**src/rtl/prio_grant_pkg.sv**
```systemverilog
// Shared types and helpers for the priority grant controller.
package prio_grant_pkg;

    localparam int NUM_CH = 4;
    localparam int CH_W   = 2;

    typedef enum logic [1:0] {
        IDLE    = 2'd0,
        GRANT   = 2'd1,
        RELEASE = 2'd2
    } state_e;

    function automatic logic [NUM_CH-1:0] onehot(input logic [CH_W-1:0] idx);
        logic [NUM_CH-1:0] v;
        v      = '0;
        v[idx] = 1'b1;
        return v;
    endfunction

endpackage

```
**src/rtl/grant_timer.sv**
```systemverilog
// Grant hold timer: clears to 0, counts while enabled, flags TIMEOUT_CYC-1.
module grant_timer #(
    parameter int TIMEOUT_CYC = 16
) (
    input  logic clk,
    input  logic rst,
    input  logic clr,
    input  logic en,
    output logic tc
);

    logic [7:0] cnt_q, cnt_d;

    always_comb begin
        cnt_d = cnt_q;
        if (clr)
            cnt_d = '0;
        else if (en)
            cnt_d = cnt_q + 8'd1;
    end

    always_ff @(posedge clk or negedge rst) begin
        if (!rst)
            cnt_q <= '0;
        else
            cnt_q <= cnt_d;
    end

    assign tc = (cnt_q == 8'(TIMEOUT_CYC - 1));

endmodule

```
**src/rtl/prio_grant_ctrl.sv**
```systemverilog
// One-hot grant controller behind the priority encoder, with timeout release.
// Define PRIO_SVC_CNT_EN to build the per-channel saturating service counters.
module prio_grant_ctrl
    import prio_grant_pkg::*;
#(
    parameter int TIMEOUT_CYC = 16,
    parameter int CNT_W       = 8
) (
    input  logic                    clk,
    input  logic                    rst,
    input  logic [CH_W-1:0]         Y,
    input  logic                    valid,
    input  logic                    done,
    input  logic                    clr_err,
    output logic [NUM_CH-1:0]       gnt,
    output logic                    busy,
    output logic                    timeout_err,
    output logic                    err_sticky,
    output logic [NUM_CH*CNT_W-1:0] svc_cnt
);

    state_e            state_q, state_d;
    logic [CH_W-1:0]   ch_q, ch_d;
    logic [NUM_CH-1:0] gnt_q, gnt_d;
    logic              busy_q, busy_d;
    logic              tout_q, tout_d;
    logic              err_q, err_d;
    logic              tc, svc_done, tout_evt;

    grant_timer #(.TIMEOUT_CYC(TIMEOUT_CYC)) u_timer (
        .clk (clk),
        .rst (rst),
        .clr (state_q != GRANT),
        .en  (state_q == GRANT),
        .tc  (tc)
    );

    always_ff @(posedge clk or negedge rst) begin
        if (!rst) begin
            state_q <= IDLE;
            ch_q    <= '0;
            gnt_q   <= '0;
            busy_q  <= 1'b0;
            tout_q  <= 1'b0;
            err_q   <= 1'b0;
        end else begin
            state_q <= state_d;
            ch_q    <= ch_d;
            gnt_q   <= gnt_d;
            busy_q  <= busy_d;
            tout_q  <= tout_d;
            err_q   <= err_d;
        end
    end

    // done has priority over the timer's terminal count
    always_comb begin
        state_d  = state_q;
        ch_d     = ch_q;
        svc_done = 1'b0;
        tout_evt = 1'b0;
        case (state_q)
            IDLE: begin
                if (valid) begin
                    ch_d    = Y;
                    state_d = GRANT;
                end
            end
            GRANT: begin
                if (done) begin
                    svc_done = 1'b1;
                    state_d  = RELEASE;
                end else if (tc) begin
                    tout_evt = 1'b1;
                    state_d  = RELEASE;
                end
            end
            RELEASE: state_d = IDLE;
            default: state_d = IDLE;
        endcase
    end

    // Outputs are computed from the next state so they register with no extra lag
    always_comb begin
        gnt_d  = (state_d == GRANT) ? onehot(ch_d) : '0;
        busy_d = (state_d != IDLE);
        tout_d = tout_evt;
        err_d  = tout_evt | (err_q & ~clr_err);
    end

    assign gnt         = gnt_q;
    assign busy        = busy_q;
    assign timeout_err = tout_q;
    assign err_sticky  = err_q;

`ifdef PRIO_SVC_CNT_EN
    logic [NUM_CH-1:0][CNT_W-1:0] cnt_q, cnt_d;

    always_comb begin
        cnt_d = cnt_q;
        if (svc_done && (cnt_q[ch_q] != '1))
            cnt_d[ch_q] = cnt_q[ch_q] + 1'b1;
    end

    always_ff @(posedge clk or negedge rst) begin
        if (!rst)
            cnt_q <= '0;
        else
            cnt_q <= cnt_d;
    end

    assign svc_cnt = cnt_q;
`else
    logic unused_svc_done;
    assign unused_svc_done = svc_done;
    assign svc_cnt         = '0;
`endif

endmodule

```
**config.mk**
```make
export PLATFORM = sky130hd
export DESIGN_NAME = prio_grant_ctrl
export DESIGN_NICKNAME = d
export VERILOG_FILES = /design/src/rtl/prio_grant_pkg.sv /design/src/rtl/grant_timer.sv /design/src/rtl/prio_grant_ctrl.sv
export SDC_FILE = /design/constraint.sdc
export NUM_CORES = 1
export LEC_CHECK = 0
export CORE_ASPECT_RATIO = 0.75
export CORE_MARGIN = 5
export CORE_UTILIZATION = 37
export CTS_CLUSTER_DIAMETER = 100
export CTS_CLUSTER_SIZE = 8
export DETAILED_ROUTE_END_ITERATION = 12
export HOLD_SLACK_MARGIN = 0.02
export PLACE_DENSITY = 0.75
export REMOVE_ABC_BUFFERS = 1
export SYNTH_ARGS = -nofsm -noshare
export SYNTH_HDL_FRONTEND = slang
export SYNTH_SLANG_ARGS = --single-unit
```
**constraint.sdc**
```tcl
create_clock -name clk -period 1.5 [get_ports clk]
set_clock_uncertainty 0.2 [all_clocks]
set_input_delay 0.3 -clock clk [delete_from_list [all_inputs] [get_ports clk]]
set_output_delay 0.3 -clock clk [all_outputs]
set_load 0.02 [all_outputs]
```
==> metrics.txt <==
status=finished, violations left; failing checks=setup timing; DR vias=710; unrepaired setup endpoints after global routing=true; fillers=248; Final Util=50.5%; simple-gate portion of the synthesized area=11.1%; CTS Root Cell=clkbuf_8; most frequent cells after synthesis=32 x buf_4, 19 x dfrtp_1, 5 x nor2_1; setup_tns=-1.19 ns; final worst-path cycle share=113%; initial antenna violation count=0; drt first pass iters=4; grt total ovfl=0; post-synthesis to final-layout area growth=28.6%; WL final=2050 um; Top Metal Used=met4; Adder-Cell Fraction of Synth Area=1.20%; first-pass GRT wire length=3330 um; Clk pin slew, worst setup/hold paths=0.07 ns; most frequent cell after synthesis=buf_4; mapped cell area=1040 um2; worst-case reg-to-reg path depth=3; routed length on met1=799 um; Placer Congestion=0.714; ranking of synthesized cells by area=dfrtp_1 46%, buf_4 23%, mux2i_4 4.3%; Post-Synthesis Cells=100; Async SR Flop Fraction=100%; placed cell area=1180 um2; Die ar.=3980 um2; Startpoint Class=flip-flop; Clock Sink Count=19; Clk Latency, worst-skew pair=0.26 ns; ANT nets after route=0; Ys Warns=0; First DRT Iteration DRCs=5; sequential area share after synthesis=45.8%; via density per instance=4.18; post-route cell area=1340 um2; leading area contributor after synthesis=dfrtp_1; Crit. End Element=flip-flop; met3 routed WL=173 um; crit path time final=1.69 ns; CTS H-tree lvls=1; dpl ws=-0.622 ns; number of distinct library cells after synthesis=27; Leakage=0.663 nW; CP required=1.47 ns; Seq. cell area=475 um2; Final Max Slew Viols=0; CTS Hold Bufs=0; Rows=16; Yosys reg bits=19; Remaining DRCs=0; Diodes inserted=0; final setup margin=-0.191 ns; main combinational cell family by area after synthesis=buffers and inverters; final setup vio count=10; PwrDens=1220 nW/um2; HPWL Detailed=1500 um; syn avg cell area=10.4 um2; max frequency=591 MHz; layout cells sized above 1=31.3%; Buffers on Ports=13; core area=2640 um2; multiplexer share of the synthesized area=4.34%; vias in the first global route=749; DIE HEIGHT=55.9 um; CTS Buf Count=3; largest net degree at the start of global routing=20; Synth Area in Compound Gates=8.31%; Max clock buf depth=2; Final Hold Violating Endpoints=0; overall routing resource usage=10.8%; met2 WL=1010 um; Power Total=1.63 mW; area share of the largest cell type after synthesis=45.8%; Top Ports=46; effective utilization at floorplan=39.3%; Hold Crit Class=in -> async; Peak supply drop=734 uV; Nets=143; CTS tree=yes; multi-input logic area=464 um2; EDFF count, synth=0; maxcap violations=0; critical path class=reg -> reg; ys flop type=dfrtp_1; critical path arrival=1.66 ns; die extent in x=71.2 um; Routed WL per cell=12.0 um; xor/xnor share of the synthesized area=2.53%; top fanout value on the critical path=3
## registers in the layout, indices dropped and copies added, names as in the netlist
signal and cells:
gnt 4, timeout_err 1, state_q 2, busy 1, u_timer.cnt_q 8, err_sticky 1, ch_q 2
## logic make-up after synthesis
family                   after synthesis
AO/OA/AOI/OAI                         13
buffers and inverters                 39
other                                  1
adder cells (fa/ha/maj)                1
multiplexers                           2
AND/OR/NAND/NOR                       22
XOR/XNOR                               3
flip-flops                            19
## power by group
group | leakage (nW) | switching [mW] | internal (mW)
Clock | 0.0255 | 0.167 | 0.185
Combinational | 0.384 | 0.347 | 0.274
Sequential | 0.253 | 0.0574 | 0.603
Total | 0.663 | 0.572 | 1.06
## cell usage in the layout, fill, tap and decap left out, types with 3 or more instances in the layout
cell type,count
a211oi_2,3
inv_1,3
clkdlybuf4s50_1,5
nor2_1,5
dfrtp_1,19
or3_1,3
a21oi_1,3
buf_4,16
conb_1,32
clkbuf_8,3
dlygate4sd2_1,8
buf_6,4
o21ai_0,3
## final timing paths
check                            startpoint         end  slack, ns
setup reg to reg           u_timer.cnt_q[6]  err_sticky      -0.19
min in group clk                 err_sticky  err_sticky       0.35
setup / recovery           u_timer.cnt_q[6]  err_sticky      -0.19
hold reg to reg                  err_sticky  err_sticky       0.35
hold / removal                          rst  state_q[0]       0.17
max in group asynchronous               rst     ch_q[0]       0.73
## through the flow
stage	cells	hold slack (ns)
2_1_floorplan	97	-0.196
6_report	170	0.173
3_5_place_dp	160	0.326
5_1_grt	170	0.185
3_3_place_gp	160	0.310
4_1_cts	165	0.175
## layer usage
layer	GRT usage, %	up-vias
met4	8.04	0
met3	3.43	7
li1	-	333
met5	0	-
met1	12.9	336
met2	16.1	34
## repair_timing
action	CTS	global route
pin swaps	4	8
setup endpoints to repair	18	11
gates cloned	0	0
buffers inserted	1	5
gates resized for setup	20	7
## layout make-up
class | count | area share, %
flip-flops and latches | 19 | 35.6
multi-input cells | 73 | 34.8
repair buffers | 33 | 21.4
well taps | 36 | 3.37
clock buffers | 3 | 3.09
inverters | 5 | 1.41
clock inverters | 1 | 0.375
## critical path, stage by stage, from the launching register on
cell     delay (ns)
dfrtp_1        0.39
or4_4          0.56
or2_4          0.27
o32ai_2        0.19
Power figures use the tool's default switching activity.
